<file path="src/rtl/eaglesong_pkg.sv">
// rtl/eaglesong_pkg.sv - shared constants, types and FSM encoding for the Eaglesong sponge controller
//
// Contents:
//   RATE_WORDS, STATE_WORDS  rate and state width in 32-bit words
//   DELIM                    domain delimiter byte appended after the message
//   state_t, digest_t        unpacked word arrays for the full state and the digest
//   sponge_state_t           controller FSM states
package eaglesong_pkg;

  localparam int         RATE_WORDS  = 8;
  localparam int         STATE_WORDS = 16;
  localparam logic [7:0] DELIM       = 8'h06;

  typedef logic [31:0] state_t  [STATE_WORDS];
  typedef logic [31:0] digest_t [RATE_WORDS];

  typedef enum logic [2:0] {
    ABSORB,
    PAD,
    PERM_START,
    PERM_ARM,
    PERM_WAIT,
    OUT
  } sponge_state_t;

endpackage

</file>
<file path="src/rtl/eaglesong_pad_word.sv">
// rtl/eaglesong_pad_word.sv - last-word byte masker and delimiter inserter
//
// Ports:
//   msg_data    in  32  big-endian message word (byte 0 in [31:24])
//   msg_nbytes  in  3   valid bytes in the word; 4..7 pass the word through unchanged
//   padded      out 32  bytes 0..nbytes-1 kept, DELIM at byte nbytes, rest zero
module eaglesong_pad_word
  import eaglesong_pkg::*;
(
  input  logic [31:0] msg_data,
  input  logic [2:0]  msg_nbytes,
  output logic [31:0] padded
);

  always_comb begin
    padded = msg_data;
    if (msg_nbytes < 3'd4) begin
      for (int b = 0; b < 4; b++) begin
        if (3'(b) < msg_nbytes)
          padded[31-8*b -: 8] = msg_data[31-8*b -: 8];
        else if (3'(b) == msg_nbytes)
          padded[31-8*b -: 8] = DELIM;
        else
          padded[31-8*b -: 8] = 8'h00;
      end
    end
  end

endmodule

</file>
<file path="src/rtl/eaglesong_sponge_ctrl.sv">
// rtl/eaglesong_sponge_ctrl.sv - Eaglesong sponge absorb/pad/squeeze controller
//
// Ports:
//   clk, rst_n                 clock, asynchronous active-low reset
//   msg_valid/msg_ready        message word handshake; msg_data big-endian,
//   msg_data/msg_last          msg_last marks the final word, msg_nbytes its
//   msg_nbytes                 valid byte count (0..4, larger values act as 4)
//   perm_state_in[16]          current state, presented to the engine
//   perm_start                 one-cycle engine launch pulse
//   perm_state_out[16]         engine result
//   perm_done                  engine result valid (level)
//   digest[8], digest_valid    state words 0..7 after the final permutation
//   digest_ready               digest consumed
//   busy                       low only when idle with an all-zero state
module eaglesong_sponge_ctrl
  import eaglesong_pkg::*;
(
  input  logic        clk,
  input  logic        rst_n,
  input  logic        msg_valid,
  output logic        msg_ready,
  input  logic [31:0] msg_data,
  input  logic        msg_last,
  input  logic [2:0]  msg_nbytes,
  output logic [31:0] perm_state_in [STATE_WORDS],
  output logic        perm_start,
  input  logic [31:0] perm_state_out [STATE_WORDS],
  input  logic        perm_done,
  output logic [31:0] digest [RATE_WORDS],
  output logic        digest_valid,
  input  logic        digest_ready,
  output logic        busy
);

  sponge_state_t fsm, fsm_nxt;
  state_t        state;
  logic [2:0]    idx;
  logic [2:0]    pad_idx;
  logic          final_blk;
  logic          pad_pending;
  logic [31:0]   padded_word;
  logic [31:0]   absorb_word;
  logic          accept;
  logic          short_last;
  logic          full_last;
  logic          state_nz;

  eaglesong_pad_word u_pad (
    .msg_data   (msg_data),
    .msg_nbytes (msg_nbytes),
    .padded     (padded_word)
  );

  // Gated by rst_n so the source sees no ready while reset is held.
  assign msg_ready   = rst_n && (fsm == ABSORB);
  assign accept      = msg_valid && msg_ready;
  assign short_last  = msg_last && (msg_nbytes < 3'd4);
  assign full_last   = msg_last && !short_last;
  // msg_nbytes is meaningless on non-last words, so only the last word is padded.
  assign absorb_word = msg_last ? padded_word : msg_data;

  always_ff @(posedge clk or negedge rst_n) begin
    if (!rst_n) fsm <= ABSORB;
    else        fsm <= fsm_nxt;
  end

  always_comb begin
    fsm_nxt      = fsm;
    perm_start   = 1'b0;
    digest_valid = 1'b0;
    case (fsm)
      ABSORB: begin
        if (accept) begin
          if (short_last)      fsm_nxt = PERM_START;
          else if (full_last)  fsm_nxt = (idx == 3'd7) ? PERM_START : PAD;
          else if (idx == 3'd7) fsm_nxt = PERM_START;
        end
      end
      PAD:        fsm_nxt = PERM_START;
      PERM_START: begin
        perm_start = 1'b1;
        fsm_nxt    = PERM_ARM;
      end
      // The engine's done level is still the previous run's for this cycle.
      PERM_ARM:   fsm_nxt = PERM_WAIT;
      PERM_WAIT: begin
        if (perm_done) begin
          if (final_blk)        fsm_nxt = OUT;
          else if (pad_pending) fsm_nxt = PAD;
          else                  fsm_nxt = ABSORB;
        end
      end
      OUT: begin
        digest_valid = 1'b1;
        if (digest_ready) fsm_nxt = ABSORB;
      end
      default: fsm_nxt = ABSORB;
    endcase
  end

  always_ff @(posedge clk or negedge rst_n) begin
    if (!rst_n) begin
      for (int i = 0; i < STATE_WORDS; i++) state[i] <= '0;
      idx         <= '0;
      pad_idx     <= '0;
      final_blk   <= 1'b0;
      pad_pending <= 1'b0;
    end else begin
      case (fsm)
        ABSORB: begin
          if (accept) begin
            state[{1'b0, idx}] <= state[{1'b0, idx}] ^ absorb_word;
            idx <= idx + 3'd1;
            if (short_last) final_blk <= 1'b1;
            // A full last word leaves the delimiter for the next rate word,
            // which may fall into a fresh block when this one is full.
            if (full_last) begin
              pad_pending <= 1'b1;
              pad_idx     <= idx + 3'd1;
            end
          end
        end
        PAD: begin
          state[{1'b0, pad_idx}] <= state[{1'b0, pad_idx}] ^ {DELIM, 24'h0};
          pad_pending <= 1'b0;
          final_blk   <= 1'b1;
        end
        PERM_WAIT: begin
          if (perm_done) begin
            state <= perm_state_out;
            idx   <= '0;
          end
        end
        OUT: begin
          if (digest_ready) begin
            for (int i = 0; i < STATE_WORDS; i++) state[i] <= '0;
            final_blk <= 1'b0;
            idx       <= '0;
          end
        end
        default: ;
      endcase
    end
  end

  assign perm_state_in = state;

  always_comb begin
    for (int i = 0; i < RATE_WORDS; i++)
      digest[i] = (fsm == OUT) ? state[i] : 32'h0;
  end

  always_comb begin
    state_nz = 1'b0;
    for (int i = 0; i < STATE_WORDS; i++) state_nz = state_nz | (|state[i]);
  end

  assign busy = (fsm != ABSORB) || (idx != 3'd0) || state_nz;

endmodule

</file>
<file path="config.mk">
export PLATFORM = sky130hd
export DESIGN_NAME = eaglesong_sponge_ctrl
export DESIGN_NICKNAME = d
export VERILOG_FILES = /design/src/rtl/eaglesong_pkg.sv /design/src/rtl/eaglesong_pad_word.sv /design/src/rtl/eaglesong_sponge_ctrl.sv
export SDC_FILE = /design/constraint.sdc
export NUM_CORES = 1
export LEC_CHECK = 0
export ABC_AREA = 1
export ABC_CLOCK_PERIOD_IN_PS = 2700
export BUFFER_PORTS_ARGS = -buffer_cell sky130_fd_sc_hd__buf_2
export CAP_MARGIN = 20
export CORE_AREA = 2 2 513 515
export DETAILED_ROUTE_END_ITERATION = 6
export DIE_AREA = 0 0 515 517
export PLACE_DENSITY = 0.31
export SYNTH_ARGS = -nofsm -noshare
export SYNTH_HDL_FRONTEND = slang
export SYNTH_SLANG_ARGS = --single-unit
</file>
<file path="constraint.sdc">
create_clock -name clk -period 2.7 [get_ports clk]
set_input_delay 0.54 -clock clk [delete_from_list [all_inputs] [get_ports clk]]
set_output_delay 0.54 -clock clk [all_outputs]
set_load 0.01 [all_outputs]
</file>
# --- After elaboration in Yosys (flattened, before gate mapping) ---
# Cells that the tools add are included.
op_classes:
  addsub: 1
  n_lt_le_gt_ge: 9
  eq_ne: 15
  mux: 56
  n_bitwise: 19
  n_reduce_logical: 39
ops:
  columns: ["operator", "n"]
  rows:
  - ["512-bit one-hot mux with 4 select lines", 1]
  - ["512-bit two-way mux", 3]
  - ["512-bit bitwise mux", 2]
  - ["32-bit two-way mux", 16]
  - ["32-bit OR reduction", 16]
  - ["32-bit binary-select mux with 4-bit select", 2]
  - ["32-bit demux with 4-bit select", 2]
  - ["3-bit two-way mux", 13]
  - ["8-bit two-way mux", 4]
  - ["32-bit XOR", 1]
  - ["3-bit one-hot mux with 6 select lines", 1]
  - ["4-bit AND reduction", 4]
  - ["1-bit OR", 15]
  - ["3-bit nonzero test", 4]
  - ["5-bit >= comparator, second input constant", 2]
  - ["5-bit by 1-bit less-than comparator with 1-bit output, second input constant", 2]
  - ["2-bit inequality test, second input constant", 5]
  - ["3-bit inverter with 5-bit output", 2]
  - ["3-bit equality test, second input constant", 3]
  - ["3-bit one-hot mux with 3 select lines", 1]
  - ["1-bit two-way mux", 8]
  - ["2-bit by 3-bit equality test with 1-bit output, first input constant", 2]
  - ["3-bit by 2-bit equality test with 1-bit output, second input constant", 2]
  - ["1-bit logical AND", 6]
  - ["other kinds (17)", 22]
word_totals:
  regBits: 523
  in_bits: 553
  out_inout_bits: 772
  wordCells: 160

# --- Logic depth before layout (Yosys ltp) ---
logic_depth:
  word_depth: 17
  ltp_mapped: 14
  depth_no_buf: 12

# --- By module ---
# From an unflattened synthesis, not the netlist that was laid out.
hier_totals:
  cells_unflattened: 5619
  area_unflattened_um2: 34012.6
modules_own_cells:
  columns: ["mod", "instances", "cells_per_inst", "area_per_inst_um2", "seq_area_each_um2"]
  rows:
  - ["eaglesong_sponge_ctrl", 1, 5549, 33702.3, 13087.6]
  - ["eaglesong_pad_word", 1, 70, 310.3, 0.0]

# --- Worst setup path before layout ---
# OpenSTA, ideal clock, no wires.
synth_timing:
  kind: "reg-to-output"
  from: "register idx[1]"
  to: "output port busy"
  t_arrival_ns: 1.632
  required_ns: 2.160
  slack_ns: 0.528
  path_stages_with_launch: 10
  path_buffers: 2
  path_cell_list: "dfrtp_1 inv_1 clkbuf_1 clkbuf_1 ha_1 nand4_1 nor2_1 nand2_1 nor2_1 nand2_1"
synth_via:
  elab_chain_cells: 3
synth_rtl:
  columns: ["element", "line", "source"]
  rows:
  - ["start, declared", "eaglesong_sponge_ctrl.sv:37", "logic [2:0] idx;"]
  - ["start signal, assigned", "eaglesong_sponge_ctrl.sv:113", "idx <= idx + 3'd1;"]
  - ["3-bit nonzero test", "eaglesong_sponge_ctrl.sv:158", "assign busy = (fsm != ABSORB) || (idx != 3'd0) || state_nz;"]
  - ["1-bit logical OR (2 in a row)", "eaglesong_sponge_ctrl.sv:158", null]
  - ["end, declared", "eaglesong_sponge_ctrl.sv:32", "output logic busy"]
# Every way passes these cells.

==> impl_metrics.env <==
export IMPL_setup_viol=2
export IMPL_reg2reg_depth=14
export IMPL_crit_reg2reg_launch="fsm[2]$_DFFE_PN0P_"
export IMPL_core_region_area_mm2=0.261
export IMPL_vias=44800
export IMPL_floorplan_initialDensity_pct=12.7
export IMPL_syn_to_final_growth_pct=60.3
export IMPL_crit_arrival_ns=3.00
export IMPL_routabilityCongestion=0.927
export IMPL_drt_wirelength_per_cell_um=30.5
export IMPL_grt_max_degree=123
export IMPL_dieArea_mm2=0.266
export IMPL_hold_viol=0
export IMPL_fillerInstances=30300
export IMPL_drive_above_1_share_pct=29.4
export IMPL_syn_inst=5530
export IMPL_numCtsBuffers=80
export IMPL_path_class="reg2out"
export IMPL_cts_root_buf="clkbuf_16"
export IMPL_pwr_share_seq_pct=22.1
export IMPL_clock_fmax_mhz=282
export IMPL_worst_path_buf_inv=3
export IMPL_grt_busiest_layer="met2"
export IMPL_grt_util_met3_pct=5.58
export IMPL_power_internal_mw=29.3
export IMPL_cts_tree="built"
export IMPL_final_util_pct=20.4
export IMPL_rsz0062_at_grt="yes"
export IMPL_dpl_worst_slack_ns=-1.24
export IMPL_vias_per_cell=4.14
export IMPL_insertion_delay_ns=0.75
export IMPL_dr_first_iter_drc_count=3332
export IMPL_p_sw_mw=35.5
export IMPL_yosysWarnings=0
export IMPL_drc_errors=0
export IMPL_crit_required_ns=2.16
export IMPL_grt_pass1_vias=45300
export IMPL_startpoint_type="flop"
export IMPL_path_max_fanout=3
export IMPL_syn_area_per_cell_um2=6.02
export IMPL_synth_seq_cells=523
export IMPL_max_slew_margin_rel_pct=29.6
export IMPL_maxCapViolations=0
export IMPL_io_buffers=1324
export IMPL_die_w_um=515
export IMPL_ioPinCount=1325
export IMPL_finalCritPeriodShare_pct=131
export IMPL_swShare_pct=54.8
export IMPL_routed_wirelength_um=330000
export IMPL_reg2reg_slack_ns=0.14
export IMPL_yosys_cell_types_count=27
export IMPL_grt_overflow=0
export IMPL_tightestPinTransition_ns=1.06
export IMPL_endpoint_kind="primary output"
export IMPL_clk_pin_slew_worst_paths_ns=0.06
export IMPL_postRouteAntennaNets=0
export IMPL_worstPathCellList="inv_1, nand3_1, nor2_2, nand2_1, buf_4, nor2_4, nand2_1, nor2_1, nand2_2, nor2_4, nand2_2, buf_6"
export IMPL_dr_pass1_iters=6
export IMPL_track_usage_pct=23.7
export IMPL_antenna_found_initial=85
export IMPL_path_delay_family="simple AND/OR/NAND/NOR gates"
export IMPL_rows=188
export IMPL_syn_nets=6086
export IMPL_globalRouteMet2Util_pct=42.2
export IMPL_leakage_nw=29.5
export IMPL_holdPathStages=3
export IMPL_finalClockSkew_ns=0.0491
export IMPL_p_per_area_mw_per_mm2=1210
export IMPL_min_period_ns=3.54
export IMPL_cts_path_max_buffers=3
export IMPL_ys_seq_area_share_pct=39.3
export IMPL_cp_num_cells=12
export IMPL_min_delay_start="perm_state_out[149]"
export IMPL_min_path_type="in2reg"
export IMPL_violations="negative setup slack"
export IMPL_yosysTopAreaCellShare_pct=39.3
export IMPL_status="finished, violations left"
export IMPL_hpwl_um=257000
export IMPL_fin_nets=7834
export IMPL_grt_pass1_wl_um=424000
export IMPL_die_h_um=517
export IMPL_ir_drop_mv=0.555
export IMPL_synth_area_mm2=0.0333
export IMPL_combPwrFrac_pct=60.2
export IMPL_cpPeakStageDelay_ns=0.40
export IMPL_worst_slack_ns=-0.843
export IMPL_yosys_area_top_type="dfrtp_1"
export IMPL_slew_violations=0
export IMPL_cts_htree_levels=3
export IMPL_clkPwrFrac_pct=17.7
export IMPL_clock_sinks=523
export IMPL_ys_top_cells_by_area="dfrtp_1, nand2_1, nand3_1"
export IMPL_met1_usage_pct=26.6
export IMPL_slowest_stage="dfrtp_1"
==> path summary, 6_finish.rpt <==
path	end
max in group asynchronous	asynchronous set/reset pin
worst max register to register	flop
min in group asynchronous	asynchronous set/reset pin
worst min register to register	flop
worst min-delay path	flop
worst max-delay path	busy
==> repair_timing <==
item	CTS	global route
buffers inserted	11	7
hold endpoints to repair	162	0
resized for setup	225	87
gates cloned	14	5
pin swaps	13	12
hold buffers	103	0
setup endpoints to repair	329	322
==> area by class of cell <==
class / instances / area (µm²) / area share, %
Clock buffer: 116 / 2340 / 4.38
Sequential cell: 523 / 13100 / 24.6
Timing Repair Buffer: 1956 / 13300 / 24.9
Multi-Input combinational cell: 4117 / 17500 / 32.8
Tap cell: 3420 / 4280 / 8.02
Antenna cell: 41 / 103 / 0.192
Clock inverter: 31 / 428 / 0.802
Inverter: 600 / 2310 / 4.34
==> logic make-up after synthesis <==
logic type	Yosys count	share of synthesized area, %
buffers and inverters	890	10.4
AO/OA/AOI/OAI	304	4.68
AND/OR/NAND/NOR	3810	45.5
adder cells (fa/ha/maj)	3	0.113
flip-flops	523	39.3
==> tightest hold or removal path: cells and delay by family <==
kind,cells,cell delay [ns]
buffers and inverters,1,0.08
AND/OR/NAND/NOR,2,0.15
==> Yosys cell counts <==
master	number
a31oi_1	2
nand2_1	2636
inv_1	581
nor2_2	2
o31ai_1	3
a21oi_1	19
nand3b_1	1
o21ai_1	3
or2_2	1
inv_2	19
o21ai_0	269
o31a_1	1
nand4_1	29
nor2_1	545
nand3_2	1
dfrtp_1	523
nor3_1	7
nor4_1	8
nor2_4	1
o21ai_2	5
buf_4	1
buf_2	83
o22ai_1	2
clkbuf_1	193
ha_1	3
buf_1	13
nand3_1	579
==> power by group through the flow <==
stage	logic [mW]	registers (mW)	clock network, mW
floorplan	12.8	14.5	0
global route	42.1	14.7	12.1
detailed placement	38.6	14.4	0
CTS	39.4	14.4	11.9
finish	39.0	14.3	11.5
global placement	38.8	14.4	0
==> metrics by stage <==
step                      cells  area [µm²]  power [mW]  hold slack (ns)  setup TNS [ns]
after floorplan            5530       33300        27.3            0.244               0
after global placement    10500       47700        53.2            0.482           -9.87
after detailed placement  10500       47700        53.0            0.483           -6.44
after CTS                 10800       52800        65.7        0.0000795           -2.17
after global routing      10800       53300        68.8           0.0388           -2.64
final                     10800       53300        64.8           0.0694          -0.864
==> layer usage <==
layer | wire (µm) | vias up | part of all wire [%]
met4 | 16000 | 14 | 4.9
met5 | 93 | - | 0.028
met1 | 126000 | 22000 | 38
met3 | 23000 | 445 | 7.0
met2 | 164000 | 1898 | 50
li1 | - | 20400 | -
==> cells in the final DEF, fill, tap and decap left out, types with 3 or more instances in the layout <==
| cell | netlist | layout |
|---|---|---|
| buf_2 | 83 | 1277 |
| o31ai_1 | 3 | 3 |
| o21ai_4 | 0 | 7 |
| nand3_2 | 1 | 6 |
| nor2_2 | 2 | 46 |
| dlygate4sd3_1 | 0 | 103 |
| a21oi_1 | 19 | 19 |
| inv_4 | 0 | 3 |
| buf_8 | 0 | 6 |
| clkbuf_1 | 193 | 16 |
| buf_16 | 0 | 17 |
| dfrtp_1 | 523 | 513 |
| bufinv_16 | 0 | 5 |
| clkinv_16 | 0 | 4 |
| nand3_4 | 0 | 4 |
| nor3_1 | 7 | 7 |
| inv_6 | 0 | 5 |
| nand4_1 | 29 | 29 |
| buf_4 | 1 | 431 |
| nor2_1 | 545 | 437 |
| diode_2 | 0 | 41 |
| clkbuf_8 | 0 | 20 |
| nor2_4 | 1 | 65 |
| nand2_2 | 0 | 5 |
| o21ai_0 | 269 | 268 |
| ha_1 | 3 | 3 |
| nand3_1 | 579 | 570 |
| clkinv_2 | 0 | 27 |
| clkbuf_16 | 0 | 85 |
| dfrtp_4 | 0 | 3 |
| inv_1 | 581 | 573 |
| dfrtp_2 | 0 | 7 |
| clkinvlp_4 | 0 | 5 |
| buf_12 | 0 | 69 |
| inv_2 | 19 | 4 |
| nor4_1 | 8 | 8 |
| nand2_1 | 2636 | 2628 |
| buf_6 | 0 | 47 |
Note: power is estimated with default switching activity, not from simulation.
